<file path="src/rtl/serial_link_master_if.sv">
// Host-side handshake and data bus of serial_link_master.
// master: the host that requests frames; slave: the link driver itself.
interface serial_link_master_if;
   logic         start;
   logic         loop_en;
   logic [127:0] tx_data;
   logic         busy;
   logic         done;
   logic [127:0] rx_data;

   modport master (
      output start,
      output loop_en,
      output tx_data,
      input  busy,
      input  done,
      input  rx_data
   );

   modport slave (
      input  start,
      input  loop_en,
      input  tx_data,
      output busy,
      output done,
      output rx_data
   );
endinterface

</file>
<file path="src/rtl/serial_link_master.sv">
// serial_link_master: host-side driver for the bit-serial CPU board link.
// Derives clk_data and the data_sync_en strobe from clk_sys. Every frame
// shifts four 32-bit words out on datainbit (LSB first) and collects the
// four words the CPU side returns on dataoutbit. Each slot is 32 shift
// bit-periods followed by one sync bit-period.
module serial_link_master #(
   parameter int unsigned CLK_DIV = 4   // clk_sys cycles per clk_data half-period, 1..255
) (
   input  logic                clk_sys,
   input  logic                sys_reset_n,
   serial_link_master_if.slave host,
   output logic                clk_data,
   output logic                datainbit,
   output logic                data_sync_en,
   input  logic                dataoutbit
);

   typedef enum logic [1:0] {
      ST_IDLE = 2'd0,
      ST_LOW  = 2'd1,
      ST_HIGH = 2'd2
   } state_t;

   localparam logic [7:0] PHASE_LAST   = 8'(CLK_DIV - 1);
   localparam logic [5:0] LAST_SHIFT   = 6'd31;
   localparam logic [5:0] SYNC_BIT_IDX = 6'd32;
   localparam logic [1:0] LAST_SLOT    = 2'd3;

   state_t       state_reg, state_next;
   logic [7:0]   phase_cnt_reg, phase_cnt_next;
   logic [5:0]   bit_cnt_reg, bit_cnt_next;
   logic [1:0]   slot_cnt_reg, slot_cnt_next;
   logic [127:0] tx_buf_reg, tx_buf_next;
   logic [31:0]  rx_shift_reg, rx_shift_next;
   logic         clk_data_reg, clk_data_next;
   logic         datainbit_reg, datainbit_next;
   logic         sync_reg, sync_next;
   logic         busy_reg, busy_next;
   logic         done_reg, done_next;

   logic         phase_last;
   logic         sync_period;
   logic         slot_commit;
   logic         frame_end;
   logic         load_frame;
   logic [127:0] rx_data_all;

   // Phase/bit/slot boundary decode shared by the FSM and the rx word commit.
   always_comb begin
      phase_last  = (phase_cnt_reg == PHASE_LAST);
      sync_period = (bit_cnt_reg == SYNC_BIT_IDX);
      slot_commit = (state_reg == ST_HIGH) && phase_last && sync_period;
      frame_end   = slot_commit && (slot_cnt_reg == LAST_SLOT);
   end

   // Next-state logic: phase timing, bit/slot stepping, tx shifting and rx sampling.
   always_comb begin
      state_next     = state_reg;
      phase_cnt_next = phase_cnt_reg;
      bit_cnt_next   = bit_cnt_reg;
      slot_cnt_next  = slot_cnt_reg;
      tx_buf_next    = tx_buf_reg;
      rx_shift_next  = rx_shift_reg;
      datainbit_next = datainbit_reg;
      sync_next      = sync_reg;
      done_next      = 1'b0;
      load_frame     = 1'b0;

      case (state_reg)
         ST_IDLE: begin
            datainbit_next = 1'b0;
            sync_next      = 1'b0;
            if (host.start) begin
               load_frame = 1'b1;
            end
         end

         ST_LOW: begin
            if (phase_last) begin
               phase_cnt_next = '0;
               state_next     = ST_HIGH;
               // The CPU side holds its bit for the whole LOW phase; take it
               // at the last moment before the rising edge of clk_data.
               if (!sync_period) begin
                  rx_shift_next = {dataoutbit, rx_shift_reg[31:1]};
               end
            end else begin
               phase_cnt_next = phase_cnt_reg + 8'd1;
            end
         end

         ST_HIGH: begin
            if (phase_last) begin
               phase_cnt_next = '0;
               if (frame_end) begin
                  done_next = 1'b1;
                  if (host.loop_en) begin
                     load_frame = 1'b1;
                  end else begin
                     state_next     = ST_IDLE;
                     datainbit_next = 1'b0;
                     sync_next      = 1'b0;
                  end
               end else begin
                  state_next = ST_LOW;
                  if (sync_period) begin
                     // Sync done: bit 0 of the next slot's word.
                     bit_cnt_next   = '0;
                     slot_cnt_next  = slot_cnt_reg + 2'd1;
                     datainbit_next = tx_buf_reg[0];
                     tx_buf_next    = tx_buf_reg >> 1;
                     sync_next      = 1'b0;
                  end else if (bit_cnt_reg == LAST_SHIFT) begin
                     bit_cnt_next   = SYNC_BIT_IDX;
                     datainbit_next = 1'b0;
                     sync_next      = 1'b1;
                  end else begin
                     bit_cnt_next   = bit_cnt_reg + 6'd1;
                     datainbit_next = tx_buf_reg[0];
                     tx_buf_next    = tx_buf_reg >> 1;
                  end
               end
            end else begin
               phase_cnt_next = phase_cnt_reg + 8'd1;
            end
         end

         default: begin
            state_next = ST_IDLE;
         end
      endcase

      // Frame (re)start: snapshot the host words and present bit 0 of word 0
      // right away, so the first LOW phase already carries valid data.
      if (load_frame) begin
         state_next     = ST_LOW;
         phase_cnt_next = '0;
         bit_cnt_next   = '0;
         slot_cnt_next  = '0;
         tx_buf_next    = host.tx_data >> 1;
         datainbit_next = host.tx_data[0];
         sync_next      = 1'b0;
      end

      // Link clock and busy follow the state being entered, so both come
      // straight from flops with no decode glitches.
      clk_data_next = (state_next == ST_HIGH);
      busy_next     = (state_next != ST_IDLE);
   end

   // State, counters, shift buffers and registered link/handshake outputs.
   always_ff @(posedge clk_sys or negedge sys_reset_n) begin
      if (!sys_reset_n) begin
         state_reg     <= ST_IDLE;
         phase_cnt_reg <= '0;
         bit_cnt_reg   <= '0;
         slot_cnt_reg  <= '0;
         tx_buf_reg    <= '0;
         rx_shift_reg  <= '0;
         clk_data_reg  <= 1'b0;
         datainbit_reg <= 1'b0;
         sync_reg      <= 1'b0;
         busy_reg      <= 1'b0;
         done_reg      <= 1'b0;
      end else begin
         state_reg     <= state_next;
         phase_cnt_reg <= phase_cnt_next;
         bit_cnt_reg   <= bit_cnt_next;
         slot_cnt_reg  <= slot_cnt_next;
         tx_buf_reg    <= tx_buf_next;
         rx_shift_reg  <= rx_shift_next;
         clk_data_reg  <= clk_data_next;
         datainbit_reg <= datainbit_next;
         sync_reg      <= sync_next;
         busy_reg      <= busy_next;
         done_reg      <= done_next;
      end
   end

   // One holding register per received word; only the slot whose sync
   // period is closing updates, the others keep their last value.
   genvar gi;
   generate
      for (gi = 0; gi < 4; gi++) begin : g_rx_word
         logic [31:0] word_reg;
         logic        word_we;

         assign word_we = slot_commit && (slot_cnt_reg == 2'(gi));

         // Commit the assembled word for this slot at the end of its sync period.
         always_ff @(posedge clk_sys or negedge sys_reset_n) begin
            if (!sys_reset_n) begin
               word_reg <= '0;
            end else if (word_we) begin
               word_reg <= rx_shift_reg;
            end
         end

         assign rx_data_all[32*gi +: 32] = word_reg;
      end
   endgenerate

   assign clk_data     = clk_data_reg;
   assign datainbit    = datainbit_reg;
   assign data_sync_en = sync_reg;
   assign host.busy    = busy_reg;
   assign host.done    = done_reg;
   assign host.rx_data = rx_data_all;

endmodule

</file>
<file path="src/flat_wrapper.sv">
// flat-port wrapper written by rule: the top's interface ports become plain ports
module serial_link_master_flat 
#(
   parameter int unsigned CLK_DIV = 4                                                     
)
  (clk_sys, sys_reset_n, clk_data, datainbit, data_sync_en, dataoutbit, host_start, host_loop_en, host_tx_data, host_busy, host_done, host_rx_data);
  serial_link_master_if host_i ();
  input  logic clk_sys;
  input  logic sys_reset_n;
  output logic clk_data;
  output logic datainbit;
  output logic data_sync_en;
  input  logic dataoutbit;
  input wire logic [$bits(host_i.start)-1:0] host_start;
  input wire logic [$bits(host_i.loop_en)-1:0] host_loop_en;
  input wire logic [$bits(host_i.tx_data)-1:0] host_tx_data;
  output wire logic [$bits(host_i.busy)-1:0] host_busy;
  output wire logic [$bits(host_i.done)-1:0] host_done;
  output wire logic [$bits(host_i.rx_data)-1:0] host_rx_data;
  assign host_i.start = host_start;
  assign host_i.loop_en = host_loop_en;
  assign host_i.tx_data = host_tx_data;
  assign host_busy = host_i.busy;
  assign host_done = host_i.done;
  assign host_rx_data = host_i.rx_data;
  serial_link_master #(.CLK_DIV(CLK_DIV)) u_core (.clk_sys(clk_sys), .sys_reset_n(sys_reset_n), .host(host_i), .clk_data(clk_data), .datainbit(datainbit), .data_sync_en(data_sync_en), .dataoutbit(dataoutbit));
endmodule
</file>
<file path="config.mk">
export PLATFORM = sky130hd
export DESIGN_NAME = serial_link_master_flat
export DESIGN_NICKNAME = d
export VERILOG_FILES = /design/src/rtl/serial_link_master_if.sv /design/src/rtl/serial_link_master.sv /design/src/flat_wrapper.sv
export SDC_FILE = /design/constraint.sdc
export NUM_CORES = 1
export LEC_CHECK = 0
export CAP_MARGIN = 20
export CORE_ASPECT_RATIO = 0.9
export CORE_MARGIN = 1
export CORE_UTILIZATION = 30
export DETAILED_ROUTE_END_ITERATION = 10
export PLACE_DENSITY_LB_ADDON = 0.25
export SYNTH_ARGS = -nofsm -noshare
export SYNTH_HDL_FRONTEND = slang
export SYNTH_SLANG_ARGS = --single-unit
</file>
<file path="constraint.sdc">
create_clock -name clk_sys -period 2.53 [get_ports clk_sys]
set_input_delay 0.759 -clock clk_sys [delete_from_list [all_inputs] [get_ports clk_sys]]
set_output_delay 0.759 -clock clk_sys [all_outputs]
set_load 0.005 [all_outputs]
</file>
==> summary.md, run 1 <==
| Metric | Value |
|---|---|
| Layout cells sized above 1 | `19.5%` |
| Worst-Skew Late Latency | `0.54 ns` |
| Top_reg_cell synth | `dfrtp_1` |
| Ant diodes | `0` |
| # IOs | `266` |
| FF+latch count, synth | `310` |
| Post-layout util | `41.8%` |
| Fin cells | `2104` |
| Global-route usage over all layers | `17.0%` |
| Initial Util | `30.7%` |
| Placed insts | `2039` |
| Initial DRC count | `901` |
| Met3 Track Usage GR | `6.50%` |
| Crit path capture | `u_core.tx_buf_reg[97]$_DFFE_PN0P_` |
| Inserted Clock Buffers | `36` |
| Status | `finished clean` |
| Final GP Congestion | `0.779` |
| EDFF count, synth | `0` |
| Worst VDD drop | `481 uV` |
| Async SR Flop Fraction | `100%` |
| Worst setup SP type | `flip-flop` |
| Design Area, Final | `18600 um2` |
| Crit path from | `u_core.phase_cnt_reg[0]$_DFFE_PN0P_` |
| H-tree depth | `2` |
| Die Wd | `227 um` |
| Drt drc | `0` |
| Largest net degree at the start of global routing | `130` |
| Area share of the largest cell type after synthesis | `56.7%` |
| Worst Slack Setup Final | `0.114 ns` |
| Clock root cell | `clkbuf_16` |
| Seq/Total Area, Yosys | `56.7%` |
| Post-synthesis instance area | `13700 um2` |
| F_max | `0.414 GHz` |
| Initial antenna violation count | `0` |
| Gr ovfl total | `0` |
| Crit share post-route | `95.5%` |
| Endpoints failing hold | `0` |
| WP data arrival | `2.82 ns` |
| Commonest non-fill, non-tap cell in the layout | `dfrtp_1` |
| Crit path capture type | `flip-flop` |
| Clock transition at path regs | `0.06 ns` |
| Die Area | `46500 um2` |
| Port Buffers | `265` |
| Worst Path Required | `2.93 ns` |
| Post-Syn Instances | `1229` |
| Netlist cell types | `50` |
| Max-slew headroom at the worst pin | `61.3%` |
| Worst r2r dst | `u_core.tx_buf_reg[97]$_DFFE_PN0P_` |
| Row count | `73` |
| Synth area leaders | `dfrtp_1, mux2_2, a31oi_1` |
| Worst reg2reg path depth | `7` |
| LEAKAGE | `7.84 nW` |
| R2R Setup Slk | `0.11 ns` |
| CTS Hold Bufs | `0` |
| Post-Place Setup Slack | `-0.140 ns` |
| Synthesized Nets | `1373` |
| Clk_skew | `0.0155 ns` |
| Core ar. | `44600 um2` |
| Crit path time final | `2.42 ns` |
| Yosys top cell by area | `dfrtp_1` |
| Number of global-route vias before repair | `11100` |
| Clock Path Buffers | `3` |
| Start of the worst register-to-register path | `u_core.phase_cnt_reg[0]$_DFFE_PN0P_` |
| Synthesized area per cell | `11.1 um2` |
| Vias per cell | `5.27` |
| Drt wl/cell | `19.1 um` |
| Placed cell area | `17400 um2` |
| GR peak layer | `met2` |
| Total power | `15.0 mW` |
| First drt pass iteration count | `5` |
| Leading cell types in the layout, fill and taps excluded | `dfrtp_1, clkdlybuf4s50_1, mux2_2, a21oi_1, nand3_1` |
| Worst Hold Class | `in -> async` |
| Power per Cell Area | `806 nW/um2` |
| Met2 usage | `24.3%` |
| Max FFs per register | `128` |
| CP max FO | `30` |
| Slew @ Worst Pin | `0.580 ns` |
| Post-route ant nets | `0` |
| Nets | `1624` |
| Max-cap violations | `0` |
| TritonCTS Sinks | `310` |
| Met1 Use GR | `23.7%` |
| First-pass GRT wire length | `62900 um` |
| Final WL | `40100 um` |
| Via count | `11100` |
| # setup viols final | `0` |
| HPWL after DPL | `25100 um` |
| Slew Viols, Final | `0` |
| CTS tree | `yes` |
| Syn. warnings | `0` |
| Area delta synth->final | `36.1%` |
| Critical path class | `reg -> reg` |
| Die Height | `205 um` |
[cell usage after synthesis, types with 2 or more instances]
| library cell | instances |
|---|---|
| buf_6 | 13 |
| nand4b_1 | 2 |
| o22ai_1 | 2 |
| buf_1 | 3 |
| inv_1 | 12 |
| nor4_1 | 3 |
| clkbuf_1 | 91 |
| and3_1 | 6 |
| o21a_1 | 2 |
| o31ai_1 | 2 |
| ha_1 | 11 |
| nor2_1 | 6 |
| a31oi_1 | 128 |
| nor3_1 | 2 |
| nand3_1 | 136 |
| a211o_1 | 2 |
| mux2_2 | 160 |
| o211ai_1 | 4 |
| o21ai_0 | 131 |
| o2111ai_1 | 2 |
| buf_2 | 14 |
| nand4_1 | 6 |
| dfrtp_1 | 310 |
| a21oi_1 | 142 |
| nand2_1 | 12 |
| or4_1 | 3 |
[layout make-up]
class                      instances  area [um2]
clock buffer                      56        1100
clock inverter                     6        70.1
fill                            4320       26000
inverter                          12        45.0
multi-input combinational        786        5350
sequential                       310        7760
tap                              600         751
timing repair buffer             334        3550
[critical path, cell delays in order, from the launching register on]
cell,delay [ns]
dfrtp_1,0.38
ha_2,0.24
or3b_1,0.41
or4_4,0.55
buf_12,0.20
buf_12,0.15
a21oi_1,0.24
a31oi_1,0.08
[routing by layer]
layer / share of wire [%] / up-vias
met5: 0 / -
met4: 1.8 / 0
met3: 11 / 53
met2: 43 / 380
met1: 45 / 5577
li1: - / 5071
[power breakdown]
part	switching (mW)	internal [mW]
Clock	2.08	3.08
Combinational	1.76	1.47
Sequential	0.578	6.04
[timing repair]
| item | in CTS | in global routing |
|---|---|---|
| endpoints found under the setup margin | 0 | 68 |
| buffers inserted | 0 | 2 |
| resized for setup | 0 | 5 |
[per-stage QoR]
step / TNS [ns] / hold slack [ns]
final: 0 / 0.169
after global routing: -0.000586 / 0.181
after CTS: 0 / 0.177
after detailed placement: -6.13 / 0.492
after global placement: -3.84 / 0.487
after floorplan: 0 / 0.460
[cells by family after synthesis]
logic type	after synthesis	share of synthesized area, %
DFF	310	56.7
AOI/OAI and AO/OA	425	17.3
buffers and inverters	133	4.49
and+or+nand+nor	187	7.18
xor gates and xnor gates	2	0.128
muxes	161	13.2
adders and majority gates	11	1.01
[worst min path at each step]
stage,endpoint,slack (ns),from,cells after the start
floorplan,u_core.bit_cnt_reg[0]$_DFFE_PN0P_,0.46,sys_reset_n,0
global placement,u_core.g_rx_word[2].word_reg[22]$_DFFE_PN0P_,0.49,u_core.g_rx_word[2].word_reg[22]$_DFFE_PN0P_,1
detailed placement,u_core.phase_cnt_reg[0]$_DFFE_PN0P_,0.49,u_core.phase_cnt_reg[0]$_DFFE_PN0P_,1
CTS,u_core.tx_buf_reg[18]$_DFFE_PN0P_,0.18,sys_reset_n,1
global route,u_core.tx_buf_reg[25]$_DFFE_PN0P_,0.18,sys_reset_n,1
finish,u_core.tx_buf_reg[25]$_DFFE_PN0P_,0.17,sys_reset_n,1
(Power assumes the default switching activity.)
==> inputs of run 2 (changes only) <==
- CTS_CLUSTER_SIZE: default -> 8
- clock period: 2.53 -> 2.2 ns (I/O delays scaled with it)
==> summary.md, run 2 (synthesized netlist as in run 1, its figures left out) <==
| Metric | Value |
|---|---|
| Status | `complete, but fails checks` |
| Ant diodes | `0 (unchanged)` |
| Max FFs per register | `128 (unchanged)` |
| LEAKAGE | `8.16 nW (+4.1%)` |
| Nets | `1682 (+3.6%)` |
| # IOs | `266 (unchanged)` |
| Worst Slack Setup Final | `-0.0628 ns (-0.177 ns)` |
| Worst-Skew Late Latency | `0.57 ns (+0.03 ns)` |
| Critical Path, Cell by Cell | `or4_4, buf_4, or4_4, clkbuf_16, a21oi_1, a31oi_1` |
| Post-Place Setup Slack | `-0.449 ns (-0.309 ns)` |
| Global-route usage over all layers | `17.4% (+0.44 points)` |
| H-tree depth | `2 (unchanged)` |
| Inserted Clock Buffers | `44 (+22%)` |
| First drt pass iteration count | `5 (unchanged)` |
| Cell mode on critical path | `or4_4` |
| Via count | `11400 (+2.8%)` |
| Max-cap violations | `0 (unchanged)` |
| Clk_skew | `0.0156 ns (+0.0000730 ns)` |
| F_max | `0.442 GHz (+6.8%)` |
| Max-slew headroom at the worst pin | `74.6% (+13 points)` |
| Area delta synth->final | `41.7%` |
| Final GP Congestion | `0.778 (-0.14%)` |
| Commonest non-fill, non-tap cell in the layout | `dfrtp_1` |
| Drt wl/cell | `20.2 um (+5.9%)` |
| Drt drc | `0 (unchanged)` |
| TritonCTS Sinks | `310 (unchanged)` |
| Port Buffers | `265 (unchanged)` |
| Layout cells sized above 1 | `24.7% (+5.2 points)` |
| Initial Util | `30.7% (unchanged)` |
| Placed insts | `2075 (+1.8%)` |
| Power per Cell Area | `933 nW/um2 (+16%)` |
| Largest net degree at the start of global routing | `102 (-22%)` |
| Slew @ Worst Pin | `0.380 ns (-0.199 ns)` |
| Initial antenna violation count | `0 (unchanged)` |
| Initial DRC count | `908 (+0.78%)` |
| Crit path time final | `2.26 ns (-0.153 ns)` |
| CP max FO | `25 (-17%)` |
| HPWL after DPL | `25900 um (+3.3%)` |
| Critical path class | `reg -> reg` |
| Leading cell types in the layout, fill and taps excluded | `dfrtp_1, clkdlybuf4s50_1, mux2_2, nand3_1, o21ai_0` |
| Delay of the slowest critical-path stage | `0.56 ns (about the same)` |
| Worst Hold Class | `reg -> reg` |
| Post-route ant nets | `0 (unchanged)` |
| Number of global-route vias before repair | `11500 (+3.1%)` |
| # setup viols final | `98 (+98)` |
| RSZ-0062 raised after global routing | `yes` |
| Crit path capture type | `flip-flop` |
| Row count | `73 (unchanged)` |
| Clock transition at path regs | `0.05 ns (about the same)` |
| Critical path's slowest cell | `or4_4` |
| Slew Viols, Final | `0 (unchanged)` |
| Core ar. | `44600 um2 (unchanged)` |
| Failing checks | `negative setup slack` |
| Multi-input logic area | `5620 um2 (+5.0%)` |
| WP data arrival | `2.70 ns (-0.12 ns)` |
| Clock Path Buffers | `3 (unchanged)` |
| Gr ovfl total | `0 (unchanged)` |
| Post-layout util | `43.5% (+1.7 points)` |
| Vias per cell | `5.32 (+1.0%)` |
| Register area | `7760 um2 (unchanged)` |
| Endpoints failing hold | `0 (unchanged)` |
| Fin cells | `2141 (+1.8%)` |
| Die Area | `46500 um2 (unchanged)` |
| Fill count | `4270 (-1.2%)` |
| Worst setup SP type | `flip-flop` |
| Crit share post-route | `103% (+7.4 points)` |
| CTS tree | `yes` |
| Final WL | `43200 um (+7.8%)` |
| Die Height | `205 um (unchanged)` |
| R2R Setup Slk | `-0.06 ns (-0.18 ns)` |
| Worst VDD drop | `537 uV (+12%)` |
| Clock root cell | `clkbuf_16` |
| Die Wd | `227 um (unchanged)` |
| First-pass GRT wire length | `64400 um (+2.4%)` |
| Worst Path Required | `2.64 ns (-0.29 ns)` |
[run 2: cell type report]
cell class                      instances  area share (%)
Clock inverter                          3           0.394
Multi-Input combinational cell        788            29.0
Clock buffer                           46            5.72
Inverter                               12           0.232
Timing Repair Buffer                  382            20.8
Tap cell                              600            3.87
Sequential cell                       310            40.0
[run 2: power breakdown]
part	switching (mW)	internal [mW]	total, mW	leakage (nW)
registers	0.677	6.95	7.63	3.93
logic	2.27	2.12	4.39	3.66
clock network	2.50	3.56	6.06	0.574
total	5.45	12.6	18.1	8.16
[run 2: repair_timing]
item | in CTS | in global routing
pin swaps | 1 | 10
cloned | 1 | 9
resized for setup | 6 | 64
hold buffers | 1 | 0
endpoints found under the hold margin | 28 | 0
setup endpoints to repair | 184 | 273
setup buffers | 2 | 4
[run 2: worst max-delay path, delay by kind of cell (launching register included)]
kind,cells,cell delay (ns)
flip-flops,1,0.37
buffers and inverters,2,0.42
AND/OR/NAND/NOR,2,1.08
AO/OA/AOI/OAI,2,0.24
[run 2: per-stage QoR]
step	TNS (ns)	total power, mW	area (um2)	hold WS [ns]
after floorplan	-4.90	10.0	13700	0.364
after global placement	-49.65	11.5	17600	0.488
after detailed placement	-53.32	11.6	17600	0.493
after CTS	-0.210	17.9	18900	0.503
after global routing	-15.60	19.1	19400	0.508
final	-2.56	18.1	19400	0.498
[run 2: metal layers]
metal | vias up | share of wire [%] | track usage (%)
met3 | 42 | 10 | 6.88
met2 | 402 | 44 | 25.1
li1 | 5162 | - | -
met5 | - | 0 | 0
met4 | 0 | 1.3 | 4.07
met1 | 5787 | 44 | 24.3
[run 2: worst paths after layout]
path,cells past startpoint,end,start
setup reg to reg,6,u_core.tx_buf_reg[17]$_DFFE_PN0P_,u_core.phase_cnt_reg[3]$_DFFE_PN0P_
hold / removal,1,u_core.g_rx_word[1].word_reg[13]$_DFFE_PN0P_,u_core.g_rx_word[1].word_reg[13]$_DFFE_PN0P_
max in group asynchronous,3,u_core.rx_shift_reg[19]$_DFFE_PN0P_,sys_reset_n
hold reg to reg,1,u_core.g_rx_word[1].word_reg[13]$_DFFE_PN0P_,u_core.g_rx_word[1].word_reg[13]$_DFFE_PN0P_
min in group asynchronous,2,u_core.tx_buf_reg[32]$_DFFE_PN0P_,sys_reset_n
setup / recovery,6,u_core.tx_buf_reg[17]$_DFFE_PN0P_,u_core.phase_cnt_reg[3]$_DFFE_PN0P_
==> inputs of run 3 (changes only) <==
- MAX_ROUTING_LAYER: default -> met4
==> summary.md, run 3 (synthesized netlist as in run 1, its figures left out) <==
| Metric | Value |
|---|---|
| Area delta synth->final | `44.6%` |
| Start of the worst register-to-register path | `u_core.bit_cnt_reg[0]$_DFFE_PN0P_` |
| H-tree depth | `2 (unchanged)` |
| R2R Setup Slk | `-0.07 ns (about the same)` |
| Post-route ant nets | `0 (unchanged)` |
| TNS Setup | `-4.07 ns (-1.52 ns)` |
| Worst setup SP type | `flip-flop` |
| Status | `complete, but fails checks` |
| Clock root cell | `clkbuf_16` |
| Worst Min Path Start | `u_core.g_rx_word[1].word_reg[13]$_DFFE_PN0P_` |
| Die Height | `205 um (unchanged)` |
| First drt pass iteration count | `5 (unchanged)` |
| Met3 Track Usage GR | `6.67% (-0.22 points)` |
| Largest net degree at the start of global routing | `102 (unchanged)` |
| Min-Delay Endpoint | `u_core.g_rx_word[1].word_reg[13]$_DFFE_PN0P_` |
| Final GP Congestion | `0.789 (+1.4%)` |
| Crit path capture type | `flip-flop` |
| Placed cell area | `17600 um2 (unchanged)` |
| Row count | `73 (unchanged)` |
| Crit share post-route | `103% (+0.13 points)` |
| Slew Viols, Final | `0 (unchanged)` |
| Inserted Clock Buffers | `44 (unchanged)` |
| Design Area, Final | `19800 um2 (+2.1%)` |
| Crit path time final | `2.27 ns (+0.00287 ns)` |
| WP data arrival | `2.70 ns (about the same)` |
| Met2 usage | `25.0% (-0.17 points)` |
| LEAKAGE | `8.47 nW (+3.8%)` |
| Drt drc | `0 (unchanged)` |
| Commonest non-fill, non-tap cell in the layout | `dfrtp_1` |
| Clock transition at path regs | `0.05 ns (about the same)` |
| Initial antenna violation count | `0 (unchanged)` |
| Global-route usage over all layers | `18.0% (+0.53 points)` |
| Worst Slack Setup Final | `-0.0657 ns (-0.00287 ns)` |
| Leading cell types in the layout, fill and taps excluded | `dfrtp_1, clkdlybuf4s50_1, mux2_2, nand3_1, o21ai_0` |
| Slew @ Worst Pin | `0.363 ns (-0.0170 ns)` |
| Nets | `1691 (+0.54%)` |
| Final WL | `44700 um (+3.5%)` |
| Layout cells sized above 1 | `27.1% (+2.4 points)` |
| Worst-Skew Late Latency | `0.57 ns (about the same)` |
| Hold WS | `0.498 ns (-0.000126 ns)` |
| Worst Hold Class | `reg -> reg` |
| Core ar. | `44600 um2 (unchanged)` |
| Power per Cell Area | `931 nW/um2 (-0.22%)` |
| Worst reg2reg path depth | `7 (+1)` |
| Max-cap violations | `0 (unchanged)` |
| Clock Path Buffers | `3 (unchanged)` |
| First-pass GRT wire length | `64400 um (about the same)` |
| Initial Util | `30.7% (unchanged)` |
| Die Wd | `227 um (unchanged)` |
| Worst VDD drop | `536 uV (-0.25%)` |
| Initial DRC count | `848 (-6.6%)` |
| # setup viols final | `198 (+100%)` |
| Gr ovfl total | `0 (unchanged)` |
| # IOs | `266 (unchanged)` |
| Number of global-route vias before repair | `11500 (unchanged)` |
| CTS tree | `yes` |
| Clk_skew | `0.0171 ns (+0.00148 ns)` |
| Port Buffers | `265 (unchanged)` |
| GR peak layer | `met2` |
| Met1 Use GR | `24.6% (+0.31 points)` |
| Worst Path Required | `2.64 ns (about the same)` |
| Die Area | `46500 um2 (unchanged)` |
| Drt wl/cell | `20.8 um (+3.1%)` |
| Max-slew headroom at the worst pin | `75.5% (+0.88 points)` |
| Failing checks | `negative setup slack` |
| TritonCTS Sinks | `310 (unchanged)` |
| Endpoints failing hold | `0 (unchanged)` |
| RSZ-0062 raised after global routing | `yes` |
| CP max FO | `51 (+100%)` |
| Vias per cell | `5.32 (about the same)` |
| Worst r2r dst | `u_core.tx_buf_reg[114]$_DFFE_PN0P_` |
| Via count | `11400 (+0.48%)` |
| HPWL after DPL | `25900 um (unchanged)` |
| Critical path class | `reg -> reg` |
| Max FFs per register | `128 (unchanged)` |
| Hold depth | `1 (unchanged)` |
| Ant diodes | `0 (unchanged)` |
| F_max | `0.441 GHz (-0.13%)` |
-- run 3: worst max path at each step --
| stage | from | to | slack [ns] | cells after the start |
|---|---|---|---|---|
| detailed placement | host_loop_en | u_core.tx_buf_reg[60]$_DFFE_PN0P_ | -0.45 | 6 |
| finish | u_core.bit_cnt_reg[0]$_DFFE_PN0P_ | u_core.tx_buf_reg[114]$_DFFE_PN0P_ | -0.07 | 7 |
| global route | u_core.bit_cnt_reg[0]$_DFFE_PN0P_ | u_core.tx_buf_reg[114]$_DFFE_PN0P_ | -0.13 | 7 |
| global placement | host_loop_en | u_core.tx_buf_reg[92]$_DFFE_PN0P_ | -0.39 | 6 |
| CTS | u_core.phase_cnt_reg[1]$_DFFE_PN0P_ | u_core.tx_buf_reg[76]$_DFFE_PN0P_ | -0.03 | 6 |
| floorplan | u_core.phase_cnt_reg[0]$_DFFE_PN0P_ | u_core.tx_buf_reg[10]$_DFFE_PN0P_ | -0.05 | 9 |
-- run 3: critical path, stage by stage (launching register included) --
cell and delay (ns):
dfrtp_1 0.37, inv_1 0.08, ha_2 0.21, nand4bb_2 0.22, or4_4 0.64, buf_16 0.22
a21oi_1 0.25, a31oi_1 0.07
-- run 3: power by group --
group / switching (mW) / leakage (nW) / internal (mW)
Sequential: 0.689 / 3.93 / 6.95
Clock: 2.51 / 0.574 / 3.56
Combinational: 2.42 / 3.97 / 2.29
Total: 5.61 / 8.47 / 12.8
-- run 3: final cells by class --
cell class,count,area [um2]
Inverter,12,45.0
Clock buffer,46,1110
Tap cell,600,751
Sequential cell,310,7760
Clock inverter,3,76.3
Fill cell,4215,24800
Timing Repair Buffer,391,4220
Multi-Input combinational cell,788,5830
-- run 3: through the flow --
step	utilization, %	setup slack (ns)	cells	power (mW)
2_1_floorplan	-	-0.0455	1229	10.0
3_3_place_gp	39.6	-0.393	2075	11.5
3_5_place_dp	39.6	-0.449	2075	11.6
4_1_cts	42.4	-0.0297	2128	17.9
5_1_grt	44.4	-0.133	2150	19.4
6_report	44.4	-0.0657	2150	18.4
-- run 3: what timing repair did --
| action | 4_1_cts | 5_1_grt |
|---|---|---|
| hold buffers | 1 | 0 |
| resized for setup | 6 | 124 |
| setup buffers | 2 | 5 |
| cloned | 1 | 17 |
| endpoints found under the setup margin | 184 | 273 |
| hold endpoints to repair | 28 | 0 |
| pin swaps | 1 | 11 |
-- run 3: routing by layer --
metal  part of all wire (%)  vias up  wire length, um
met5                      0        -                0
met4                    1.3        0              563
met3                    9.4       45             4230
met2                     45      396            20000
met1                     45     5830            19900
li1                       -     5177                -
